`src/rtl/tone_engine.sv`:
```
// tone_engine: square-wave tone for one of NUM_KEYS notes, chosen by live keys (lowest index wins)
// or, when TONE_SEQ_EN is defined, by a note/duration sequencer reading an external synchronous ROM.
module tone_engine #(
  parameter int NUM_KEYS = 8,
  parameter int DIV_W = 18,
  parameter logic [NUM_KEYS*DIV_W-1:0] HALF_PERIODS = {18'd95556, 18'd101239, 18'd113636, 18'd127552,
                                                       18'd143173, 18'd151686, 18'd170262, 18'd191113},
  parameter int ADDR_W = 6,
  parameter int BEAT_CYCLES = 25000000,
  parameter int GAP_CYCLES = 2500000
) (
  input  logic                CLK,
  input  logic                RESET,
  input  logic [NUM_KEYS-1:0] key,
  input  logic                mode,
  output logic [ADDR_W-1:0]   seq_addr,
  input  logic [3:0]          seq_note,
  input  logic [7:0]          seq_dur,
  output logic [3:0]          note,
  output logic                freq_out,
  output logic [NUM_KEYS-1:0] led
);

  localparam logic [3:0] NOTE_NONE = 4'hF;

  function automatic logic [3:0] lowest_key(input logic [NUM_KEYS-1:0] k);
    logic [3:0] idx;
    idx = NOTE_NONE;
    for (int i = NUM_KEYS - 1; i >= 0; i--) begin
      if (k[i]) idx = 4'(i);
    end
    return idx;
  endfunction

  function automatic logic [DIV_W-1:0] half_period(input logic [3:0] n);
    logic [DIV_W-1:0] hp;
    hp = '0;
    for (int i = 0; i < NUM_KEYS; i++) begin
      if (n == 4'(i)) hp = HALF_PERIODS[i*DIV_W +: DIV_W];
    end
    return hp;
  endfunction

  logic [NUM_KEYS-1:0] key_s1_q, key_s2_q;
  logic [3:0]          live_note_s;
  logic [3:0]          note_d, note_q;
  logic [DIV_W-1:0]    div_d, div_q;
  logic                freq_d, freq_q;
  logic [NUM_KEYS-1:0] led_d, led_q;

  assign live_note_s = lowest_key(key_s2_q);

`ifdef TONE_SEQ_EN
  localparam int CNT_MAX = (BEAT_CYCLES > GAP_CYCLES) ? BEAT_CYCLES : GAP_CYCLES;
  localparam int CNT_W = $clog2(CNT_MAX) + 1;
  localparam logic [CNT_W-1:0] BEAT_LAST = CNT_W'(BEAT_CYCLES - 1);
  localparam logic [CNT_W-1:0] GAP_LAST = CNT_W'(GAP_CYCLES - 1);

  typedef enum logic [2:0] {S_IDLE, S_ADDR, S_LOAD, S_PLAY, S_GAP, S_HALT} state_t;

  state_t            state_d, state_q;
  logic              mode_q;
  logic [ADDR_W-1:0] addr_d, addr_q;
  logic [7:0]        dur_d, dur_q;
  logic [7:0]        beat_d, beat_q;
  logic [CNT_W-1:0]  cyc_d, cyc_q;

  // Sequencer next state; a note lasts dur beats of BEAT_CYCLES, counted without a multiplier.
  always_comb begin
    state_d = state_q;
    addr_d  = addr_q;
    dur_d   = dur_q;
    beat_d  = beat_q;
    cyc_d   = cyc_q;
    note_d  = note_q;
    if (!mode_q) begin
      state_d = S_IDLE;
      addr_d  = '0;
      beat_d  = 8'd0;
      cyc_d   = '0;
      note_d  = live_note_s;
    end else begin
      case (state_q)
        S_IDLE: begin
          state_d = S_ADDR;
          note_d  = NOTE_NONE;
        end
        S_ADDR: state_d = S_LOAD;
        S_LOAD: begin
          dur_d = seq_dur;
          if (seq_dur == 8'd0) begin
            if (addr_q != '0) begin
              addr_d  = '0;
              state_d = S_ADDR;
            end else begin
              state_d = S_HALT;
            end
          end else begin
            state_d = S_PLAY;
            note_d  = (seq_note < 4'(NUM_KEYS)) ? seq_note : NOTE_NONE;
          end
        end
        S_PLAY: begin
          if (cyc_q == BEAT_LAST) begin
            cyc_d = '0;
            if (beat_q == dur_q - 8'd1) begin
              beat_d  = 8'd0;
              state_d = S_GAP;
              note_d  = NOTE_NONE;
            end else begin
              beat_d = beat_q + 8'd1;
            end
          end else begin
            cyc_d = cyc_q + CNT_W'(1'b1);
          end
        end
        S_GAP: begin
          if (cyc_q == GAP_LAST) begin
            cyc_d   = '0;
            addr_d  = addr_q + ADDR_W'(1'b1);
            state_d = S_ADDR;
          end else begin
            cyc_d = cyc_q + CNT_W'(1'b1);
          end
        end
        S_HALT: note_d = NOTE_NONE;
        default: begin
          state_d = S_IDLE;
          note_d  = NOTE_NONE;
        end
      endcase
    end
  end

  // Sequencer state registers; mode is registered before the FSM acts on it.
  always_ff @(posedge CLK or posedge RESET) begin
    if (RESET) begin
      state_q <= S_IDLE;
      mode_q  <= 1'b0;
      addr_q  <= '0;
      dur_q   <= 8'd0;
      beat_q  <= 8'd0;
      cyc_q   <= '0;
    end else begin
      state_q <= state_d;
      mode_q  <= mode;
      addr_q  <= addr_d;
      dur_q   <= dur_d;
      beat_q  <= beat_d;
      cyc_q   <= cyc_d;
    end
  end

  assign seq_addr = addr_q;
`else
  logic unused_seq_s;

  assign unused_seq_s = ^{mode, seq_note, seq_dur};
  assign note_d = live_note_s;
  assign seq_addr = '0;
`endif

  // Tone divider and LED decode; any note change restarts the phase on the same edge.
  always_comb begin
    div_d  = div_q;
    freq_d = freq_q;
    led_d  = '0;
    for (int i = 0; i < NUM_KEYS; i++) begin
      led_d[i] = (note_d == 4'(i));
    end
    if ((note_d != note_q) || (note_d == NOTE_NONE)) begin
      div_d  = '0;
      freq_d = 1'b0;
    end else if (div_q == half_period(note_q) - DIV_W'(1'b1)) begin
      div_d  = '0;
      freq_d = ~freq_q;
    end else begin
      div_d = div_q + DIV_W'(1'b1);
    end
  end

  // Key synchroniser and registered outputs.
  always_ff @(posedge CLK or posedge RESET) begin
    if (RESET) begin
      key_s1_q <= '0;
      key_s2_q <= '0;
      note_q   <= NOTE_NONE;
      div_q    <= '0;
      freq_q   <= 1'b0;
      led_q    <= '0;
    end else begin
      key_s1_q <= key;
      key_s2_q <= key_s1_q;
      note_q   <= note_d;
      div_q    <= div_d;
      freq_q   <= freq_d;
      led_q    <= led_d;
    end
  end

  assign note     = note_q;
  assign freq_out = freq_q;
  assign led      = led_q;

endmodule

```
`config.mk`:
```
export PLATFORM = sky130hd
export DESIGN_NAME = tone_engine
export DESIGN_NICKNAME = d
export VERILOG_FILES = /design/src/rtl/tone_engine.sv
export SDC_FILE = /design/constraint.sdc
export NUM_CORES = 1
export LEC_CHECK = 0
export CAP_MARGIN = 20
export CORE_UTILIZATION = 35
export DETAILED_ROUTE_END_ITERATION = 16
export GPL_TIMING_DRIVEN = 0
export HOLD_SLACK_MARGIN = 0.1
export PLACE_DENSITY = 0.64
export REMOVE_ABC_BUFFERS = 1
export SYNTH_ARGS = -nofsm -noshare
export SYNTH_HDL_FRONTEND = slang
export SYNTH_SLANG_ARGS = --single-unit
```
`constraint.sdc`:
```
create_clock -name CLK -period 2.7 [get_ports CLK]
set_input_delay 0.54 -clock CLK [delete_from_list [all_inputs] [get_ports CLK]]
set_output_delay 0.54 -clock CLK [all_outputs]
set_load 0.02 [all_outputs]
```
=== Word level (Yosys, flattened, before mapping) ===
Index checks and enable logic that the tools add are counted.

* $add $sub $neg: 2
* Equality and inequality tests: 17
* Mux-type cells: 21
* Bitwise logic cells: 1
* Reduce and logical (&&, ||, !) cells: 4

{| class="wikitable"
|+ Operators by type and width
! operator !! count
|-
| two-way mux 18 bit || 11
|-
| == test 4 x 3 -> 1 bit (second input constant) || 8
|-
| two-way mux 4 bit || 8
|-
| adder 18 x 1 -> 18 bit (second input constant) || 1
|-
| == test 18 bit || 1
|-
| subtractor 18 x 1 -> 18 bit (second input constant) || 1
|-
| == test 4 x 2 -> 1 bit (second input constant) || 4
|-
| == test 4 x 1 -> 1 bit (second input constant) || 2
|-
| logical NOT 4 bit || 2
|-
| == test 4 bit (second input constant) || 1
|-
| != test 4 bit || 1
|-
| two-way mux 1 bit || 2
|-
| nonzero test 2 bit || 1
|-
| logical OR 1 bit || 1
|-
| NOT 1 bit || 1
|}

* Register bits: 47
* Bits of input ports: 23
* Output and inout bits: 19
* Word-level logic and storage cells: 51

=== Logic depth before layout (Yosys ltp) ===
Gate-level depths: netlist of run 1.

* Depth after elaboration: 15
* Mapped depth: 9
* Mapped depth without buffers: 6

=== Worst setup path after synthesis of run 1 ===
OpenSTA, ideal clock, no wires.

* Path type: register to register
* Start point: reg note_q[0], in the netlist note[0]
* End point: reg div_q[10]
* Library setup time: 0.125 ns
* Arrival time: 2.290 ns
* Required time: 2.575 ns
* Path slack: 0.286 ns
* Stages on the path, launching flop included: 9
* Path buffers: 2
* Clock period less this slack: 2.414 ns
* Path through: dfstp_2 -> buf_2 -> nand2_2 -> a21o_1 -> a211o_1 -> a2111o_1 -> nor4b_4 -> buf_6 -> nor3_1

* Cells in the longest elaborated chain, start to end: 14
* Elaborated cells on any way between the ends: 23
* Classes of those cells: 1 x add/sub; 9 x eq/ne; 11 x mux; 2 x reduce/logical

{| class="wikitable"
|+ Ends and longest elaborated chain
! what !! RTL line !! text
|-
| start: declaration || 46 || <nowiki>logic [3:0] note_d, note_q;</nowiki>
|-
| start signal: assignment || 194 || <nowiki>note_q <= note_d;</nowiki>
|-
| logical NOT 4 bit || 39 || <nowiki>if (n == 4'(i)) hp = HALF_PERIODS[i*DIV_W +: DIV_W];</nowiki>
|-
| two-way mux 18 bit (8 in a row) || 39 ||
|-
| two-way mux 18 bit || 171 || <nowiki>if ((note_d != note_q) || (note_d == NOTE_NONE)) begin</nowiki>
|-
| subtractor 18 x 1 -> 18 bit || 174 || <nowiki>end else if (div_q == half_period(note_q) - DIV_W'(1'b1)) begin</nowiki>
|-
| == test 18 bit || 174 ||
|-
| two-way mux 18 bit || 174 ||
|-
| two-way mux 18 bit * || 171 ||
|-
| named net div_d[10] || 47 || <nowiki>logic [DIV_W-1:0] div_d, div_q;</nowiki>
|-
| end signal: assignment || 195 || <nowiki>div_q <= div_d;</nowiki>
|-
| end: declaration || 47 ||
|}

Mark *: on every way through the listed nets, which the timed path passes. The rest lies on a longest branch. The select of a mux whose other input is x is not followed.
A chain may end at the register's enable or synchronous reset.

=== Worst setup path in the final report of run 1 ===
* Start point: reg note_q[0], in the netlist note[0]
* End point: reg div_q[16]

Same word-level chain as after synthesis.

==> results of run 1 <==
worst max-delay path by stage:
stage	from	to	depth (start not counted)
2_1_floorplan	note[2]$_DFF_PP1_	div_q[10]$_DFF_PP0_	6
3_3_place_gp	note[2]$_DFF_PP1_	div_q[16]$_DFF_PP0_	6
3_5_place_dp	note[2]$_DFF_PP1_	div_q[11]$_DFF_PP0_	6
4_1_cts	note[2]$_DFF_PP1_	div_q[16]$_DFF_PP0_	7
5_1_grt	note[0]$_DFF_PP1_	div_q[12]$_DFF_PP0_	7
6_report	note[0]$_DFF_PP1_	div_q[16]$_DFF_PP0_	7
final cells by class:
class                      count  area [um2]
multi-input combinational    174        1150
tap                           96         120
timing repair buffer          26         263
fill                         667        3960
inverter                      10        37.5
clock buffer                   5        68.8
sequential                    47        1190
clock inverter                 3        47.5
per-layer routing:
layer,vias to the layer above,global-route usage [%],wire length (um)
li1,909,-,-
met1,913,21.4,2500
met2,46,23.6,2290
met3,7,3.05,211
met4,0,4.39,62
met5,-,0,0
cells by family after synthesis:
| family | after synthesis | share of synthesized area [%] |
|---|---|---|
| muxes | 2 | 0.804 |
| other | 1 | 0.151 |
| xor gates and xnor gates | 22 | 7.74 |
| AOI/OAI and AO/OA | 41 | 12.3 |
| buffers and inverters | 34 | 7.23 |
| DFF | 47 | 47.4 |
| and+or+nand+nor | 102 | 23.9 |
| adders and majority gates | 1 | 0.502 |
state kept, by name, indices dropped and copies added (netlist names):
signal / flops
div_q: 18
freq_out: 1
key_s1_q: 8
key_s2_q: 8
led: 8
note: 4
per-stage QoR:
step                      TNS, ns  std cells  setup WS, ns  total power, mW
after CTS                       0        360        0.0260             1.46
after floorplan                 0        231         0.128            0.868
after detailed placement    -5.05        350        -0.329            0.927
final                           0        361         0.172             1.44
after global placement      -5.61        349        -0.362            0.920
after global routing            0        361        0.0378             1.51
report_power, final:
| part | switching (mW) | internal, mW | total [mW] |
|---|---|---|---|
| clock network | 0.243 | 0.281 | 0.524 |
| logic | 0.0852 | 0.0680 | 0.153 |
| registers | 0.0346 | 0.729 | 0.764 |
cells in the mapped netlist (all sizes together) (3+ instances only):
cell | count | area [um2]
and3 | 6 | 37.5
xnor2 | 15 | 131
a21oi | 7 | 35.0
dfstp | 4 | 105
nor2b | 3 | 18.8
xor2 | 7 | 61.3
o21ai | 5 | 25.0
nor3 | 22 | 110
and2 | 3 | 18.8
nor3b | 3 | 22.5
o31ai | 3 | 22.5
nor4 | 6 | 43.8
clkbuf | 10 | 37.5
nand3 | 10 | 50.1
nand2 | 12 | 47.6
dfrtp | 43 | 1080
nor2 | 14 | 52.6
buf | 14 | 105
a211oi | 4 | 30.0
nand2b | 4 | 25.0
inv | 10 | 37.5
nand4 | 3 | 18.8
and4b | 3 | 30.0
what timing repair did:
action                     4_1_cts  5_1_grt
buffers inserted                 2        1
gates resized for setup          0        3
pin swaps                        1        0
setup endpoints to repair       16       16
worst max-delay path: stages, from the launching register on:
cell,delay (ns)
dfstp_4,0.77
nor3b_1,0.37
and3_1,0.21
a211oi_1,0.06
a2111o_1,0.40
nor4b_4,0.32
buf_4,0.22
nor3_1,0.07
==> metrics.txt, run 1 <==
status finished, final reports clean; Setup CP Type reg -> reg; Worst R2R Start note[0]$_DFF_PP1_; number of global-route vias before repair 1834; synth unique cells 57; pins over their slew limit 0; TritonCTS clock tree yes; die width 86.4 um; Critical Path AT 2.72 ns; Final setup viols 0; fin crit share 93.6%; R2R depth 7; clk_skew roughly 0.0028 ns; Setup crit start kind flop; drt first-iter violations 75; TritonRoute pass-1 iters 4; Placement Cell Area 0.00273 mm2; gr usage total 15.1%; top_reg_cell synth dfrtp_1; average wire per standard cell 14.0 um; Worst-path clk slew 0.09 ns; nets@finish 288; Min Hold Slack 0.354 ns; number of max-cap violations 0; Worst R2R Setup Slack about 0.17 ns; Slew @ Worst Pin 0.671 ns; global-route wire length before repair 8.88 mm; Placer Congestion 0.851; yosys warns 0; Hold WC Path Type reg -> reg; TritonCTS Sinks 47; PD cells 501 mW/mm2; total core area approximately 0.007 mm2; effective utilization at floorplan 36.5%; Post-Syn Area ~0.0025 mm2; maximum root-to-sink buffer count 2; R2R Path End div_q[16]$_DFF_PP0_; Port-buffer cells 22; Post-synth EDFFs 0; most frequent cells in the layout dfrtp_1 (43), nor3_1 (22), clkdlybuf4s50_1 (22); clock latency on the worst-skew pair 0.30 ns; Seq/Total Area, Yosys 47.4%; post-synthesis cell count 250; # diodes 0; pin count of the biggest net entering global routing 32; minimum clock period around 2.5 ns; post-route DRC violation count 0; io pins 42; Via-to-Cell Ratio 5.19; post-detail-place hpwl approximately 3.4 mm; Peak VDD IR ~0.36 mV; Avg Cell Area, Syn 9.96 um2; Leakage Power about 1.2 nW; H-Tree Depth 2; die footprint 0.00746 mm2; Worst Setup End Kind flop; Yosys reg bits 47; hold path start key_s1_q[4]$_DFF_PP0_; final hold vios 0; Num CTS Buffers 5; FP Rows 30; Worst EP required approximately 2.9 ns; ys async rst share between 90% and 100%; Final Util 42.1%; Vias around 1.9k; root buf cell clkbuf_8; post-route ant nets 0; CP max FO 25; die height 86.4 um; RSZ-0062 raised after global routing false; Hold Crit Endpoint key_s2_q[4]$_DFF_PP0_; Rel. slew slack 54.8%; GRT Residual Overflow 0; initial antenna violation count 0; hold path cells 0; design area approximately 0.0029 mm2; Post-Route WL 5.06 mm; layout cells sized above 1 9.06%; Hold Buf Count CTS 0; area growth from synthesis to layout 15.4%; most common cell after layout, fill and taps aside dfrtp_1; Highest Clock Rate 0.395 GHz
Power figures use the tool's default switching activity.
==> run 2, diff against run 1 <==
Settings changed: CORE_UTILIZATION 35 to 53, PLACE_DENSITY 0.64 to 0.87.
==> metrics.txt, run 2 (synthesis results as in run 1) <==
Slew @ Worst Pin 0.712 ns; switching pwr 0.344 mW; Vias between 1.5k and 2k; TritonRoute pass-1 iters 10; most frequent cells in the layout dfrtp_1 (43), nor3_1 (22), clkdlybuf4s50_1 (22); TritonCTS clock tree yes; Num CTS Buffers 5; pin count of the biggest net entering global routing 48; post-detail-place hpwl 3.33 mm; minimum clock period between 2 and 3 ns; Critical Path AT 2.66 ns; register area 0.00119 mm2; Worst Setup End Kind flop; PD cells 473 mW/mm2; max reg flops 18; Port-buffer cells 22; average wire per standard cell 15.2 um; area of the multi-input gates 0.00116 mm2; Worst EP required between 2 and 3 ns; Crit-path slowest cell dfstp_4; root buf cell clkbuf_8; Worst R2R Setup Slack 0.19 ns; number of global-route vias before repair 1828; part of the power in registers 57.7%; Leakage Power approximately 1.2 nW; combinational power share 11.5%; # diodes 0; die width 70.6 um; GRT Residual Overflow 0; gr usage total 21.2%; Final setup viols 0; TritonCTS Sinks 47; Post-Route WL 4.80 mm; drt first-iter violations 257; clock power share 30.8%; number of max-cap violations 0; initial antenna violation count 0; clock latency on the worst-skew pair 0.29 ns; H-Tree Depth 2; io pins 42; effective utilization at floorplan 56.1%; most common cell after layout, fill and taps aside dfrtp_1; post-route DRC violation count 2; nets@finish 286; Min Hold Slack between 0.3 and 0.4 ns; CP max FO 26; FP Rows 24; layout cells sized above 1 between 9 and 10%; Highest Clock Rate about 0.4 GHz; Int Pwr 0.981 mW; Biggest register div_q; Worst-path clk slew 0.09 ns; clk_skew around 0.009 ns; Placer Congestion about 0.88; crit path cell chain a21boi_2 -> mux2i_1 -> a211o_1 -> a2111o_1 -> nor4b_4 -> buf_12 -> nor3_1; global-route wire length before repair 8.31 mm; Hold WC Path Type reg -> reg; Hold Buf Count CTS 0; die footprint approximately 0.005 mm2; Layout fillers 355; pins over their slew limit 0; die height 70.6 um; maximum root-to-sink buffer count 2; Setup crit start kind flop; area growth from synthesis to layout 12.6%; final hold vios 0; Peak VDD IR ~0.47 mV; Setup CP Type reg -> reg; post-route ant nets 0; failing checks DRC; Via-to-Cell Ratio 5.93; sw frac 26.0%; Rel. slew slack 52.3%; Final Util 63.1%; status finished with violations; fin crit share 92.9%; CP max stage delay 0.78 ns; total core area 0.00444 mm2
==> run 2: routing by layer <==
layer	part of all wire (%)	global-route usage [%]	up-vias
met4	0.79	6.00	0
met5	0	0	-
met1	44	28.8	914
li1	-	-	895
met2	50	35.7	55
met3	4.6	3.56	4
==> run 2: timing repair <==
action / in CTS / in global routing
buffers inserted: 1 / 0
resized for setup: 1 / 5
setup endpoints to repair: 16 / 16
pin swaps: 1 / 0
==> run 2: worst paths after layout <==
path	cells after the start	from	end
max	7	note[2]$_DFF_PP1_	div_q[2]$_DFF_PP0_
min in group asynchronous	3	RESET	led[7]$_DFF_PP0_
min reg2reg	0	key_s1_q[6]$_DFF_PP0_	key_s2_q[6]$_DFF_PP0_
max reg2reg	7	note[2]$_DFF_PP1_	div_q[2]$_DFF_PP0_
min	0	key_s1_q[6]$_DFF_PP0_	key_s2_q[6]$_DFF_PP0_
max in group asynchronous	3	RESET	note[3]$_DFF_PP1_
==> run 2: metrics by stage <==
step | setup slack (ns) | total power, mW | setup TNS [ns] | instance area, um2 | cells
after CTS | 0.0314 | 1.34 | 0 | 2780 | 315
after global routing | -0.0179 | 1.39 | -0.0414 | 2800 | 315
final | 0.190 | 1.33 | 0 | 2800 | 315
after detailed placement | -0.428 | 0.927 | -6.21 | 2670 | 306
after global placement | -0.293 | 0.916 | -4.50 | 2650 | 305
after floorplan | 0.128 | 0.868 | 0 | 2370 | 231
==> run 2: critical path: cells and delay by family, from the launching register on <==
family	cells	cell delay [ns]
buffers and inverters	1	0.18
AND/OR/NAND/NOR	2	0.41
multiplexers	1	0.10
flip-flops	1	0.78
AO/OA/AOI/OAI	3	0.90
==> run 2: power groups by stage <==
stage	Clock (mW)	Sequential, mW	Combinational, mW
final	0.408	0.765	0.152
after global routing	0.458	0.770	0.167
after CTS	0.422	0.763	0.151
after detailed placement	0	0.776	0.151
after global placement	0	0.773	0.142
after floorplan	0	0.773	0.0950
==> run 2: area by class of cell <==
class	instances	share of cell area (%)
clock buffers	6	2.59
clock inverters	2	0.580
inverters	10	1.34
multi-input cells	174	41.5
flip-flops and latches	47	42.4
well taps	52	2.32
repair buffers	24	9.28
